### config.mk
export PLATFORM = sky130hd
export DESIGN_NAME = riscv_run_dump_ctrl
export DESIGN_NICKNAME = d
export VERILOG_FILES = /design/src/rtl/riscv_dbg_pkg.sv /design/src/rtl/riscv_dump_beat_reg.sv /design/src/rtl/riscv_run_dump_ctrl.sv
export SDC_FILE = /design/constraint.sdc
export NUM_CORES = 1
export LEC_CHECK = 0
export ABC_AREA = 1
export CAP_MARGIN = 20
export CORE_UTILIZATION = 42
export DETAILED_ROUTE_END_ITERATION = 16
export PLACE_DENSITY_LB_ADDON = 0.05
export SLEW_MARGIN = 20
export SYNTH_ARGS = -nofsm -noshare
export SYNTH_HDL_FRONTEND = slang
export SYNTH_HIERARCHICAL = 1
export SYNTH_SLANG_ARGS = --single-unit
### constraint.sdc
create_clock -name clock -period 1.4 [get_ports clock]
set_input_delay 0.28 -clock clock [delete_from_list [all_inputs] [get_ports clock]]
set_output_delay 0.28 -clock clock [all_outputs]
set_load 0.03 [all_outputs]
### src/rtl/riscv_dbg_pkg.sv
// Shared types for the RISC-V debug/dump streamers: controller states and beat layout.
// The CSUM state is only reachable when DUMP_CHECKSUM_EN is defined.
package riscv_dbg_pkg;

   typedef enum logic [2:0] {
      IDLE = 3'd0,
      RUN  = 3'd1,
      READ = 3'd2,
      SEND = 3'd3,
      DONE = 3'd4,
      CSUM = 3'd5
   } state_t;

   localparam int NREGS_DEF = 32;
   localparam int XLEN_DEF  = 32;

   // One extra index bit leaves room for the checksum beat at idx == NREGS.
   function automatic int idx_width(input int nregs);
      return $clog2(nregs) + 1;
   endfunction

   localparam int IDX_W = idx_width(NREGS_DEF);

   typedef struct packed {
      logic [IDX_W-1:0]    idx;
      logic [XLEN_DEF-1:0] data;
   } beat_t;

endpackage

### src/rtl/riscv_dump_beat_reg.sv
// Valid/ready holding register for one dump beat; idx/data never change while valid & !ready.
module riscv_dump_beat_reg #(
   parameter int IW = 6,
   parameter int DW = 32
) (
   input  logic          clock,
   input  logic          reset_n,
   input  logic          load,
   input  logic [IW-1:0] load_idx,
   input  logic [DW-1:0] load_data,
   input  logic          ready,
   output logic          valid,
   output logic [IW-1:0] idx,
   output logic [DW-1:0] data
);

   always_ff @(posedge clock or negedge reset_n) begin
      if (!reset_n) begin
         valid <= 1'b0;
         idx   <= '0;
         data  <= '0;
      end else if (load && (!valid || ready)) begin
         valid <= 1'b1;
         idx   <= load_idx;
         data  <= load_data;
      end else if (valid && ready) begin
         valid <= 1'b0;
      end
   end

endmodule

### src/rtl/riscv_run_dump_ctrl.sv
// End-of-run controller: gates cpu_run for a bounded budget, then streams the register file.
// Define DUMP_CHECKSUM_EN to append a modular-sum beat (idx == NREGS) after the last register.
module riscv_run_dump_ctrl
   import riscv_dbg_pkg::*;
#(
   parameter int XLEN           = 32,
   parameter int NREGS          = 32,
   parameter int TIMEOUT_CYCLES = 100,
   parameter int CNT_W          = 16
) (
   input  logic                     clock,
   input  logic                     reset_n,
   input  logic                     start,
   input  logic                     halt_req,
   output logic                     cpu_run,
   output logic [$clog2(NREGS)-1:0] rf_raddr,
   input  logic [XLEN-1:0]          rf_rdata,
   output logic                     dump_valid,
   input  logic                     dump_ready,
   output logic [$clog2(NREGS):0]   dump_idx,
   output logic [XLEN-1:0]          dump_data,
   output logic [CNT_W-1:0]         run_cycles,
   output logic                     busy,
   output logic                     done,
   output logic                     timed_out
);

   localparam int AW = $clog2(NREGS);
   localparam int IW = idx_width(NREGS);
   localparam logic [AW-1:0]    LAST  = AW'(NREGS - 1);
   localparam logic [CNT_W-1:0] TLAST = CNT_W'(TIMEOUT_CYCLES - 1);

   state_t          state;
   logic [AW-1:0]   idx;
   logic            hs;
   logic            beat_load;
   logic [IW-1:0]   beat_idx;
   logic [XLEN-1:0] beat_data;
`ifdef DUMP_CHECKSUM_EN
   logic [XLEN-1:0] csum;
`endif

   assign hs = dump_valid & dump_ready;

   always_ff @(posedge clock or negedge reset_n) begin
      if (!reset_n) begin
         state      <= IDLE;
         idx        <= '0;
         run_cycles <= '0;
         timed_out  <= 1'b0;
`ifdef DUMP_CHECKSUM_EN
         csum       <= '0;
`endif
      end else begin
         case (state)
            IDLE, DONE: if (start) begin
               state      <= RUN;
               idx        <= '0;
               run_cycles <= '0;
               timed_out  <= 1'b0;
`ifdef DUMP_CHECKSUM_EN
               csum       <= '0;
`endif
            end
            RUN: begin
               if (halt_req) begin
                  state     <= READ;
                  timed_out <= 1'b0;
               end else if (run_cycles == TLAST) begin
                  state     <= READ;
                  timed_out <= 1'b1;
               end
               // Counter stops at TLAST so a budget-exhausted run reports TIMEOUT_CYCLES-1.
               if (run_cycles != TLAST && run_cycles != {CNT_W{1'b1}})
                  run_cycles <= run_cycles + CNT_W'(1);
            end
            READ: state <= SEND;
            SEND: if (hs) begin
`ifdef DUMP_CHECKSUM_EN
               csum <= csum + dump_data;
               if (idx == LAST) state <= CSUM;
`else
               if (idx == LAST) state <= DONE;
`endif
               else begin
                  idx   <= idx + AW'(1);
                  state <= READ;
               end
            end
`ifdef DUMP_CHECKSUM_EN
            CSUM: if (hs) state <= DONE;
`endif
            default: state <= IDLE;
         endcase
      end
   end

   // Present the next address during the accepting SEND cycle so a registered RF has data ready in READ.
   assign rf_raddr = (state == SEND && hs) ? idx + AW'(1) : idx;

   always_comb begin
      beat_load = (state == READ);
      beat_idx  = {1'b0, idx};
      beat_data = rf_rdata;
`ifdef DUMP_CHECKSUM_EN
      if (state == CSUM) begin
         beat_load = !dump_valid;
         beat_idx  = IW'(NREGS);
         beat_data = csum;
      end
`endif
   end

   riscv_dump_beat_reg #(.IW(IW), .DW(XLEN)) u_beat (
      .clock     (clock),
      .reset_n   (reset_n),
      .load      (beat_load),
      .load_idx  (beat_idx),
      .load_data (beat_data),
      .ready     (dump_ready),
      .valid     (dump_valid),
      .idx       (dump_idx),
      .data      (dump_data)
   );

   assign cpu_run = (state == RUN);
   assign busy    = (state == RUN) || (state == READ) || (state == SEND) || (state == CSUM);
   assign done    = (state == DONE);

`ifndef SYNTHESIS
   a_run_cycles_no_sat: assert property (@(posedge clock) disable iff (!reset_n)
      run_cycles != {CNT_W{1'b1}});
`endif

endmodule
# Word-level counts from Yosys, hierarchy flattened
# Index checks and enable logic that the tools add are counted.
dict set report totals {
  latchBits 0
  output_inout_bits 64
  memories 0
  register_bits 63
  ramBits 0
  rom_bits 0
}
dict set report op_classes {
  muxes 20
  n_reduce_logical 18
  n_lt_le_gt_ge 0
  addsub 2
  n_bitwise 1
  eq_ne 14
  n_shift 0
  div_mod_pow 0
  n_mul 0
}
# op count
set ops {}
lappend ops {{16-bit two-way mux} 2}
lappend ops {{16-bit one-hot mux with 2 select lines} 1}
lappend ops {{5-bit two-way mux} 4}
lappend ops {{16-bit by 1-bit adder with 16-bit output, second input constant} 1}
lappend ops {{16-bit by 7-bit equality test with 1-bit output, second input constant} 1}
lappend ops {{16-bit != test, second input constant} 1}
lappend ops {{16-bit by 7-bit != test with 1-bit output, second input constant} 1}
lappend ops {{3-bit two-way mux} 5}
lappend ops {{3-bit one-hot mux with 4 select lines} 1}
lappend ops {{5-bit one-hot mux with 2 select lines} 1}
lappend ops {{3-bit AND reduction} 3}
lappend ops {{3-bit by 2-bit equality test with 1-bit output, second input constant} 2}
lappend ops {{3-bit equality test, second input constant} 2}
lappend ops {{2-bit != test, second input constant} 3}
lappend ops {{2-bit nonzero test} 3}
lappend ops {{5-bit by 1-bit adder with 5-bit output, second input constant} 1}
lappend ops {{5-bit equality test, second input constant} 1}
lappend ops {{1-bit two-way mux} 5}
lappend ops {{1-bit logical AND} 4}
lappend ops {{1-bit logical OR} 4}
lappend ops {{4-bit AND reduction} 1}
lappend ops {{3-bit by 1-bit equality test with 1-bit output, second input constant} 1}
lappend ops {{3-bit zero test} 1}
lappend ops {{3-bit by 2-bit != test with 1-bit output, second input constant} 1}
lappend ops {{other kinds (5)} 5}

# Logic depth before layout (Yosys ltp)
# Gate-level depths: netlist of run 1.
dict set report depth {
  ltp_word 4
  mapped_depth 10
  depth_no_buf 10
}

# Modules after synthesis
# The synthesis of run 1 kept the hierarchy.
# mod seq_area_each_um2 n_inst area_per_inst_um2 cells_per_inst
set modules_own_cells {}
lappend modules_own_cells {riscv_run_dump_ctrl 625.6 1 1704.1 242}
lappend modules_own_cells {riscv_dump_beat_reg 975.9 1 1551.5 169}

# Worst setup path after synthesis of run 1
# Ideal clock, no wire load.
dict set report synth_timing {
  path_type {register to output}
  from {register state[2]}
  to {output rf_raddr[0]}
  required_time_ns 1.120
  slack_ns -0.269
  stages_incl_launch_ff 6
  arrival_ns 1.389
  cell_sequence {dfrtp_1 -> inv_1 -> nand3_1 -> inv_1 -> nand2_1 -> xor2_1}
}
dict set report synth_via {
  elab_chain_len 3
}
# element line
set synth_rtl {}
lappend synth_rtl {{start: declaration} riscv_run_dump_ctrl.sv:33} ;# state_t state;
lappend synth_rtl {{start signal: assignment} riscv_run_dump_ctrl.sv:47} ;# state <= IDLE;
lappend synth_rtl {{start signal: assignment} riscv_run_dump_ctrl.sv:57} ;# state <= RUN;
lappend synth_rtl {{start signal: assignment} riscv_run_dump_ctrl.sv:67} ;# state <= READ;
lappend synth_rtl {{3-bit by 2-bit equality test with 1-bit output} riscv_run_dump_ctrl.sv:99} ;# assign rf_raddr = (state == SEND && hs) ? idx + AW'(1) : idx;
lappend synth_rtl {{1-bit logical AND} riscv_run_dump_ctrl.sv:99}
lappend synth_rtl {{5-bit two-way mux} riscv_run_dump_ctrl.sv:99}
lappend synth_rtl {{end: declaration} riscv_run_dump_ctrl.sv:16} ;# output logic [$clog2(NREGS)-1:0] rf_raddr,
# Every way passes these cells.

==> reports/qor.log, run 1 <==
[pwr] power per standard cell area 590.1 mW/mm^2
[floorplanning] number of ports placed on the die boundary 101
[setup_path] Setup crit start kind flop
[synth] register area share after synthesis 49.19%
[layout] fraction of layout instances using a drive strength above 1 54.65%
[global_routing] total routing usage reported by global routing 27.16%
[sta] Worst Slack Setup Final -0.6480 ns
[floorplanning] initial core utilization 44.18%
[pwr] Static Leakage 3.104 nW
[synth] Post-Syn Nets 452
[layout] Final Cell Area 0.006068 sq mm
[layout] nets 649
[drt] via density per instance 5.154
[placed_design] routability cong. 0.7860
[global_routing] met1 GRT Util 35.31%
[hold_path] Hold Crit Class in2async
[global_routing] Most Crowded Layer GR met2
[clock_tree] TritonCTS clock tree yes
[sta] final-report setup violation count 72
[drt] DRT antenna net count 0
[setup_path] worst endpoint required time 1.12 ns
[pwr] overall power of the completed layout 3.581 mW
[synth] number of distinct library cell variants in the gate-level netlist after synthesis 31
[status] violated checks setup timing
[pwr] Peak supply drop 0.4452 mV
[clock_tree] Clock Pin Slew Worst Setup and Hold Paths 0.08 ns
[setup_path] data arrival time of the critical path 1.77 ns
[synth] post-synthesis instance area 0.003256 sq mm
[floorplanning] floorplan die height 90.04 microns
[global_routing] largest net degree at the start of global routing 65
[clock_tree] H-tree depth 3
[setup_path] critical path class reg2out
[layout] Layout Area Growth over Synthesis 86.40%
[drt] detailed-routing iteration count for the pre-antenna-repair pass 4
[sta] Clock Skew 0.01158 ns
[setup_path] critical-path maximum fanout 2
[run] max-cap viol count 0
[drt] routed vias 3670
[sta] pins over their slew limit 0
[synth] total of warnings raised by yosys 6
[sta] final hold vios 0
[global_routing] GR Util met3 3.723%
[floorplanning] horizontal extent of the die 90.04 microns
[drt] initial detailed-routing violation count 156
[sta] Period Utilization, post-route 146.3%
[drt] DRC 0
[synth] Yosys reg bits 64
[clock_tree] number of sinks on the clock net 64
[clock_tree] clock buffer depth 2
[synth] number of instances in the synthesized netlist 411
[placed_design] half-perimeter wire length after detailed placement 6.386 mm
[status] run status complete, but fails checks
[clock_tree] cell chosen for the clock root clkbuf_8
[setup_path] Critical Path End Type output port
[floorplanning] core area 0.007370 sq mm
[placed_design] cell area reported after detailed placement 0.004931 sq mm
[global_routing] antenna violations before repair 0
[floorplanning] die area 0.008107 sq mm
[placed_design] port bufs 100
[drt] total detailed-routing wirelength 11.81 mm
[clock_tree] Inserted Clock Buffers 9
[synth] most area-consuming cells after synthesis dfrtp_1 (49%), nand2_1 (18%), nand3_1 (10%)
[layout] Inserted Diodes 0
[global_routing] via count of the first global-routing pass 3635
[synth] fraction of post-synthesis cell area in the top cell type by area 49.19%
[floorplanning] Std-Cell Rows 31
[global_routing] met2 GRT Util 46.63%
[global_routing] overflow left after global routing 0
[drt] Routed WL per cell 16.59 microns
[sta] unrepaired setup endpoints after global routing true
[sta] Final Critical Period 2.048 ns
[sta] timing-limited maximum frequency 488.3 MHz
[global_routing] global-route wire length before repair 17.64 mm
[synth] Yosys top cell by area dfrtp_1
[clock_tree] Clock Latency Late Sink 0.34 ns
[synth] average size of a mapped cell 7.921 sq um
## through the flow
step	hold WS [ns]	TNS, ns	util, %	setup slack [ns]	instances
global placement	0.3242	-8.292	66.91	-0.8248	665
CTS	0.4736	-9.638	78.76	-0.6115	702
finish	0.4741	-9.901	82.34	-0.6480	712
floorplan	-0.01559	-1.822	-	-0.1472	411
detailed placement	0.3284	-10.81	66.91	-0.8692	665
global route	0.5180	-14.80	82.34	-0.6900	712
## critical path: stages (launching register included)
cell and delay, ns:
dfrtp_1 0.40, ha_2 0.20, nand2_2 0.07, nor2_2 0.04, ha_1 0.30, mux2_4 0.28, buf_6 0.14
## final timing paths
kind / slack, ns / end / start / cells after the start
hold / removal: 0.47 / run_cycles[1] / reset_n / 3
max in group asynchronous: 0.59 / run_cycles[5] / reset_n / 3
hold reg to reg: 0.48 / timed_out / timed_out / 2
setup / recovery: -0.65 / rf_raddr[4] / idx[0] / 6
setup reg to reg: -0.17 / u_beat/data[14] / state[1] / 9
min in group clock: 0.48 / timed_out / timed_out / 2
## flip-flops by register name (all words and copies together) (netlist names)
name,cells
state,3
u_beat/data,32
timed_out,1
u_beat/valid,1
idx,5
u_beat/idx,6
run_cycles,16
## layer usage
metal | wire length (microns) | share of wire, %
met1 | 4943 | 42
met2 | 6088 | 52
met3 | 513 | 4.3
met4 | 266 | 2.3
met5 | 0 | 0
## cell families after synthesis
kind of cell,synth area share (%)
flops,49.19
mux,1.383
simple gates,35.70
fa+ha+maj,1.537
other cells,0.1152
buf+inv,7.187
compound gates,2.998
xor+xnor,1.883
## power breakdown
group	switching, mW	total [mW]	internal, mW
Sequential	0	1.85	1.85
Clock	0.756	1.57	0.817
Combinational	0.0668	0.161	0.0939
## what timing repair did
action | 4_1_cts | 5_1_grt
buffers inserted | 15 | 15
gates resized for setup | 211 | 127
endpoints found under the setup margin | 111 | 104
pin swaps | 29 | 42
gates cloned | 6 | 3
hold endpoints to repair | 64 | 0
hold buffers | 1 | 0
## Yosys cell counts
cell / number
nand3_2: 3
dfrtp_1: 64
a31o_2: 1
or2_2: 1
xor2_1: 6
o21bai_1: 1
buf_12: 1
nand3_4: 1
buf_6: 2
conb_1: 1
o21ai_0: 12
nor3_1: 4
inv_2: 2
nor2_1: 25
clkinv_1: 2
inv_4: 1
buf_4: 4
nor2_4: 1
nor2_2: 3
inv_1: 28
mux2_2: 4
buf_2: 7
nand2_1: 154
nand3_1: 66
o211ai_1: 1
nand2_2: 4
a21oi_1: 1
ha_1: 4
nand4_1: 5
o311ai_0: 1
xnor2_1: 1
## area by class of cell
class | count | area, sq um
Tap cell | 99 | 123.9
Clock inverter | 6 | 61.31
Sequential cell | 64 | 1613
Inverter | 33 | 147.6
Clock buffer | 10 | 127.6
Fill cell | 449 | 1301
Timing Repair Buffer | 200 | 1903
Multi-Input combinational cell | 300 | 2092
## layout by cell type (no fill, tap or decap), drive strengths merged
| cell | netlist | final |
|---|---|---|
| nor3 | 4 | 4 |
| nand4 | 5 | 5 |
| clkdlybuf4s50 | 0 | 34 |
| dfrtp | 64 | 64 |
| a21oi | 1 | 1 |
| clkinv | 2 | 5 |
| clkdlybuf4s18 | 0 | 1 |
| inv | 31 | 32 |
| clkinvlp | 0 | 1 |
| o211ai | 1 | 1 |
| xnor2 | 1 | 1 |
| or2 | 1 | 1 |
| xor2 | 6 | 6 |
| dlygate4sd2 | 0 | 4 |
| mux2 | 4 | 4 |
| nand3 | 70 | 70 |
| nand2 | 158 | 158 |
| bufinv | 0 | 1 |
| conb | 1 | 1 |
| dlygate4sd3 | 0 | 1 |
| clkdlybuf4s15 | 0 | 13 |
| o21ai | 12 | 12 |
| clkbuf | 0 | 36 |
| buf | 14 | 121 |
| a31o | 1 | 1 |
| o311ai | 1 | 1 |
| o21bai | 1 | 1 |
| ha | 4 | 4 |
| nor2 | 29 | 29 |
Power figures use the tool's default switching activity.
==> inputs of run 2 (changes only) <==
--- a/config.mk
+++ b/config.mk
@@ -7,9 +7,10 @@
 export LEC_CHECK = 0
 export ABC_AREA = 1
 export CAP_MARGIN = 20
-export CORE_UTILIZATION = 42
+export CORE_UTILIZATION = 44
+export CTS_BUF_LIST = sky130_fd_sc_hd__clkbuf_4
 export DETAILED_ROUTE_END_ITERATION = 16
-export PLACE_DENSITY_LB_ADDON = 0.05
+export PLACE_DENSITY = 0.76
 export SLEW_MARGIN = 20
 export SYNTH_ARGS = -nofsm -noshare
 export SYNTH_HDL_FRONTEND = slang
==> reports/qor.log, run 2 <==
[synth] Post-synth top flop dfrtp_1
[clock_tree] clock buffer depth 2
[sta] Worst EP post-GRT repair rf_raddr[4]
[clock_tree] H-tree depth 3
[synth] post-synthesis instance area 0.003256 sq mm
[floorplanning] horizontal extent of the die 88.02 microns
[synth] leading cell type by number of instances after synthesis nand2_1
[floorplanning] number of ports placed on the die boundary 101
[synth] average size of a mapped cell 7.921 sq um
[synth] fraction of post-synthesis cell area in the top cell type by area 49.19%
[placed_design] routability cong. 0.8607
[placed_design] port bufs 100
[synth] number of flops mapped to enable cells by yosys 0
[clock_tree] number of sinks on the clock net 64
[floorplanning] floorplan die height 88.02 microns
[synth] number of instances in the synthesized netlist 411
[synth] number of distinct library cell variants in the gate-level netlist after synthesis 31
[global_routing] largest net degree at the start of global routing 65
[global_routing] total routing usage reported by global routing 65.92%
[synth] asr flop ratio synth 100.0%
[synth] top cell types by occurrence after synthesis nand2_1 (154), nand3_1 (66), dfrtp_1 (64)
[synth] total of warnings raised by yosys 6
[synth] Post-Syn Nets 452
[synth] register area share after synthesis 49.19%
[synth] Yosys reg bits 64
[floorplanning] initial core utilization 46.63%
[synth] most area-consuming cells after synthesis dfrtp_1 (49%), nand2_1 (18%), nand3_1 (10%)
[status] Error [ERROR GRT-0232] Routing congestion too high. Check the congestion heatmap in the GUI.
[sta] WEP type primary output
[synth] Yosys top cell by area dfrtp_1
[floorplanning] Std-Cell Rows 30
[status] Exit stage 5_1_grt
[clock_tree] Inserted Clock Buffers 9
[status] run status aborted with a tool error
[global_routing] overflow left after global routing 3
[placed_design] half-perimeter wire length after detailed placement 6.633 mm
[clock_tree] cell chosen for the clock root clkbuf_4
run 2: timing repair:
action,4_1_cts
pin swaps,44
resized for setup,299
endpoints found under the setup margin,125
gates cloned,9
hold endpoints to repair,64
buffers inserted,36
hold buffers,1
run 2: metal layers:
metal	overflow	GRT usage, %
met2	1	86.33
met5	0	9.740
met4	2	63.78
met3	0	47.13
met1	0	66.57
run 2: stage by stage:
stage	setup WS, ns	cell area (sq um)	util (%)	hold WS (ns)	std cells
floorplan	-0.1472	3383	-	-0.01559	411
global placement	-0.7929	4990	71.47	0.3186	667
detailed placement	-0.7992	4990	71.47	0.3207	667
CTS	-0.7064	6228	89.21	0.3998	727
run 2: logic make-up after synthesis:
logic type | share of synthesized area (%)
compound gates | 2.998
xor+xnor | 1.883
fa+ha+maj | 1.537
buf+inv | 7.187
flops | 49.19
mux | 1.383
other cells | 0.1152
simple gates | 35.70
==> inputs of run 3 (changes only) <==
--- a/config.mk
+++ b/config.mk
@@ -7,10 +7,9 @@
 export LEC_CHECK = 0
 export ABC_AREA = 1
 export CAP_MARGIN = 20
-export CORE_UTILIZATION = 44
-export CTS_BUF_LIST = sky130_fd_sc_hd__clkbuf_4
+export CORE_UTILIZATION = 40
 export DETAILED_ROUTE_END_ITERATION = 16
-export PLACE_DENSITY = 0.76
+export PLACE_DENSITY_LB_ADDON = 0.15
 export SLEW_MARGIN = 20
 export SYNTH_ARGS = -nofsm -noshare
 export SYNTH_HDL_FRONTEND = slang
==> constraint.sdc (replaced) <==
create_clock -name clock -period 1.8 [get_ports clock]
set_input_delay 0.36 -clock clock [delete_from_list [all_inputs] [get_ports clock]]
set_output_delay 0.36 -clock clock [all_outputs]
set_load 0.03 [all_outputs]
==> reports/qor.log, run 3 (same netlist as run 1, synthesis figures left out) <==
[drt] initial detailed-routing violation count 132
[placed_design] half-perimeter wire length after detailed placement 5.545 mm
[placed_design] routability cong. 0.8900
[drt] Routed WL per cell 12.84 microns
[layout] nets 575
[floorplanning] initial core utilization 41.70%
[setup_path] number of buffer and inverter stages on the critical path 1
[pwr] net switching component of the power 633.9 uW
[drt] total detailed-routing wirelength 8.229 mm
[global_routing] global-route wire length before repair 13.39 mm
[pwr] net switching share of the total power 21.39%
[clock_tree] clock buffer depth 2
[global_routing] largest net degree at the start of global routing 65
[pwr] Peak supply drop 0.3566 mV
[floorplanning] horizontal extent of the die 92.22 microns
[layout] number of flip-flops in the largest register 32
[pwr] power per standard cell area 620.6 mW/mm^2
[drt] routed vias 3054
[global_routing] overflow left after global routing 0
[hold_path] Hold Crit Class in2async
[global_routing] total routing usage reported by global routing 20.56%
[run] max-cap viol count 0
[floorplanning] core area 0.007807 sq mm
[floorplanning] Std-Cell Rows 32
[layout] most used cells in the layout excluding fill and tap cells nand2_1 (153), clkdlybuf4s50_1 (69), nand3_1 (64)
[setup_path] Crit path largest cell delay 0.40 ns
[clock_tree] Clock Latency Late Sink 0.34 ns
[clock_tree] number of sinks on the clock net 64
[pwr] part of the total power dissipated in the clock network 47.8%
[status] violated checks setup timing
[clock_tree] Hold Buf Count CTS 0
[drt] via density per instance 4.764
[setup_path] critical-path maximum fanout 2
[floorplanning] number of ports placed on the die boundary 101
[status] run status complete, but fails checks
[sta] Period Utilization, post-route 116.0%
[layout] largest reg by FF count u_beat/data
[clock_tree] H-tree depth 3
[sta] unrepaired setup endpoints after global routing true
[layout] Inserted Diodes 0
[pwr] Static Leakage 2.517 nW
[setup_path] Critical Path End Type output port
[setup_path] Setup crit start kind flop
[clock_tree] TritonCTS clock tree yes
[floorplanning] floorplan die height 92.22 microns
[setup_path] data arrival time of the critical path 1.73 ns
[sta] Clock Skew 0.006784 ns
[pwr] part of the total power dissipated in sequential elements 48.5%
[clock_tree] cell chosen for the clock root clkbuf_8
[layout] largest registers in the final layout u_beat/data: 32 flops, run_cycles: 16 flops, u_beat/idx: 6 flops
[placed_design] port bufs 100
[drt] DRC 0
[floorplanning] die area 0.008504 sq mm
[pwr] cell internal pwr 2.329 mW
[sta] minimum hold slack 0.02085 ns
[sta] Final Critical Period 2.088 ns
[setup_path] cell chain of the critical path ha_2 -> nand2_1 -> nor2_1 -> ha_1 -> mux2_2 -> buf_6
[setup_path] critical path class reg2out
[sta] total negative slack -0.6765 ns
[setup_path] worst-path cell with the longest stage delay dfrtp_1
[sta] final hold vios 0
[sta] Worst Slack Setup Final -0.2882 ns
[layout] commonest non-fill, non-tap cell in the layout nand2_1
[layout] Layout Area Growth over Synthesis 46.66%
[global_routing] antenna violations before repair 0
[setup_path] worst endpoint required time 1.44 ns
[global_routing] via count of the first global-routing pass 2832
[layout] fraction of layout instances using a drive strength above 1 15.21%
[pwr] combinational power share 3.7%
[sta] timing-limited maximum frequency 478.9 MHz
[sta] final-report setup violation count 5
[drt] detailed-routing iteration count for the pre-antenna-repair pass 4
[sta] pins over their slew limit 0
[drt] DRT antenna net count 0
[clock_tree] Clock Pin Slew Worst Setup and Hold Paths 0.07 ns
[setup_path] CP top delay family adder cells
[clock_tree] Inserted Clock Buffers 9
run 3: final timing paths:
check	from	end	slack, ns	cells after the start
worst min register to register	u_beat/data[17]	u_beat/data[17]	0.47	2
worst max register to register	run_cycles[0]	run_cycles[5]	0.17	10
worst min-delay path	reset_n	run_cycles[2]	0.02	2
worst max-delay path	idx[1]	rf_raddr[4]	-0.29	6
max in group asynchronous	reset_n	idx[2]	1.46	2
min in group clock	u_beat/data[17]	u_beat/data[17]	0.47	2
run 3: repair_timing:
item	CTS	global route
pin swaps	1	3
setup endpoints to repair	25	9
buffers inserted	5	5
gates resized for setup	32	16
run 3: area by class of cell:
| cell class | count | area (sq um) |
|---|---|---|
| Fill cell | 697 | 3033 |
| Sequential cell | 64 | 1603 |
| Multi-Input combinational cell | 300 | 1468 |
| Timing Repair Buffer | 126 | 1220 |
| Clock buffer | 10 | 137.6 |
| Tap cell | 102 | 127.6 |
| Inverter | 33 | 126.4 |
| Clock inverter | 6 | 92.59 |
run 3: through the flow:
stage               instances  worst slack [ns]  cell area [sq um]  util [%]  power (mW)
CTS                       637           -0.3068               4686     60.02       3.019
global route              641           -0.3668               4775     61.15       3.095
finish                    641           -0.2882               4775     61.15       2.963
global placement          616           -0.1995               4427     56.70       1.579
floorplan                 411           0.05139               3256         -       1.467
detailed placement        616           -0.2128               4427     56.70       1.579
run 3: layer usage:
layer	global-route usage, %	wire length (microns)	vias to the layer above
li1	-	-	1561
met1	25.97	3620	1384
met2	32.77	3970	101
met3	4.643	538	8
met4	10.94	99	0
met5	0	0	-
run 3: power groups by stage:
| stage | combinational [mW] | sequential (mW) | clock (mW) |
|---|---|---|---|
| global route | 0.123 | 1.44 | 1.54 |
| finish | 0.111 | 1.44 | 1.42 |
| CTS | 0.115 | 1.44 | 1.47 |
| detailed placement | 0.114 | 1.46 | 0 |
| global placement | 0.114 | 1.46 | 0 |
| floorplan | 0.00146 | 1.47 | 0 |
==> inputs of run 4 (changes only) <==
--- a/config.mk
+++ b/config.mk
@@ -10,6 +10,7 @@
 export CORE_UTILIZATION = 40
 export DETAILED_ROUTE_END_ITERATION = 16
 export PLACE_DENSITY_LB_ADDON = 0.15
+export SKIP_CTS_REPAIR_TIMING = 1
 export SLEW_MARGIN = 20
 export SYNTH_ARGS = -nofsm -noshare
 export SYNTH_HDL_FRONTEND = slang
==> reports/qor.log, run 4 (same netlist as run 1, synthesis figures left out) <==
[setup_path] critical path class reg2out
[clock_tree] cell chosen for the clock root clkbuf_8
[run] max-cap viol count 0
[sta] Worst Slack Setup Final -0.3019 ns
[setup_path] Setup crit start kind flop
[setup_path] launching element of the worst setup path idx[1]
[setup_path] Crit path largest cell delay 0.39 ns
[sta] final-report setup violation count 5
[sta] minimum hold slack 0.007788 ns
[layout] Layout Area Growth over Synthesis 47.66%
[global_routing] antenna violations before repair 0
[layout] number of flip-flops in the largest register 32
[clock_tree] number of sinks on the clock net 64
[floorplanning] floorplan die height 92.22 microns
[sta] Clock Skew 0.009398 ns
[placed_design] routability cong. 0.8900
[setup_path] cell chain of the critical path ha_2 -> nand2_1 -> nor2_1 -> ha_1 -> mux2_2 -> buf_6
[layout] largest reg by FF count u_beat/data
[drt] via density per instance 4.798
[placed_design] half-perimeter wire length after detailed placement 5.545 mm
[drt] Routed WL per cell 12.76 microns
[setup_path] launch instance of the worst register-to-register path run_cycles[0]
[placed_design] port bufs 100
[clock_tree] clock buffer depth 2
[layout] Final Cell Area 0.004807 sq mm
[setup_path] Critical Path End Type output port
[layout] most used cells in the layout excluding fill and tap cells nand2_1 (153), clkdlybuf4s50_1 (70), nand3_1 (64)
[drt] detailed-routing iteration count for the pre-antenna-repair pass 4
[hold_path] Hold Crit Class in2async
[drt] DRT antenna net count 0
[sta] pins over their slew limit 0
[setup_path] data arrival time of the critical path 1.74 ns
[setup_path] worst-path cell with the longest stage delay dfrtp_1
[sta] unrepaired setup endpoints after global routing true
[layout] Inserted Diodes 0
[sta] Period Utilization, post-route 116.8%
[setup_path] worst endpoint required time 1.44 ns
[drt] initial detailed-routing violation count 109
[clock_tree] TritonCTS clock tree yes
[pwr] overall power of the completed layout 2.971 mW
[global_routing] largest net degree at the start of global routing 65
[floorplanning] number of ports placed on the die boundary 101
[clock_tree] H-tree depth 3
[status] violated checks setup timing
[pwr] power per standard cell area 618.1 mW/mm^2
[sta] total negative slack -0.8506 ns
[status] run status complete, but fails checks
[floorplanning] Std-Cell Rows 32
[drt] DRC 0
[global_routing] total routing usage reported by global routing 20.06%
[placed_design] cell area reported after detailed placement 0.004427 sq mm
[pwr] Peak supply drop 0.3589 mV
[floorplanning] core area 0.007807 sq mm
[layout] commonest non-fill, non-tap cell in the layout nand2_1
[placed_design] post-placement worst setup slack -0.2128 ns
[global_routing] overflow left after global routing 0
[sta] final hold vios 0
[pwr] Static Leakage 2.554 nW
[layout] largest registers in the final layout u_beat/data: 32 flops, run_cycles: 16 flops, u_beat/idx: 6 flops
[setup_path] critical-path maximum fanout 2
[floorplanning] initial core utilization 41.70%
[global_routing] via count of the first global-routing pass 2774
[layout] nets 574
[layout] fraction of layout instances using a drive strength above 1 14.68%
[sta] Final Critical Period 2.102 ns
[clock_tree] Clock Pin Slew Worst Setup and Hold Paths 0.07 ns
[drt] total detailed-routing wirelength 8.164 mm
[floorplanning] horizontal extent of the die 92.22 microns
[clock_tree] Clock Latency Late Sink 0.35 ns
[clock_tree] Inserted Clock Buffers 9
[sta] timing-limited maximum frequency 475.8 MHz
[floorplanning] die area 0.008504 sq mm
[drt] routed vias 3071
[global_routing] global-route wire length before repair 13.08 mm
run 4: area by class of cell:
cell class / instances / area, sq um
Clock buffer: 10 / 137.6
Clock inverter: 6 / 92.59
Fill cell: 703 / 3000
Inverter: 33 / 126.4
Multi-Input combinational cell: 300 / 1449
Sequential cell: 64 / 1603
Tap cell: 102 / 127.6
Timing Repair Buffer: 125 / 1271
run 4: final timing paths:
check	cells after the start	slack, ns	endpoint
max in group asynchronous	2	1.47	state[0]
hold / removal	2	0.008	run_cycles[2]
setup / recovery	6	-0.30	rf_raddr[4]
hold reg to reg	2	0.47	u_beat/data[17]
setup reg to reg	10	0.17	run_cycles[9]
min in group clock	2	0.47	u_beat/data[17]
run 4: routing by layer:
layer	part of all wire [%]	up-vias	global-route usage, %	wire (microns)
li1	-	1558	-	-
met1	43	1397	25.33	3548
met2	48	106	31.84	3957
met3	6.5	10	4.561	529
met4	1.6	0	10.94	128
met5	0	-	0	0
run 4: through the flow:
step / utilization (%) / cells
after CTS: 59.65 / 632
after floorplan: - / 411
after global routing: 61.57 / 640
after detailed placement: 56.70 / 616
final: 61.57 / 640
after global placement: 56.70 / 616
run 4: report_power, final:
group          internal, mW  switching [mW]  total (mW)
combinational        0.0713          0.0398       0.111
clock                 0.822           0.602        1.42
sequential             1.44               0        1.44
total                  2.33           0.642        2.97
run 4: critical path: cells and delay by family (launching register included):
family,cells,cell delay (ns)
fa+ha+maj,2,0.48
buf+inv,1,0.14
flops,1,0.39
mux,1,0.28
simple gates,2,0.11
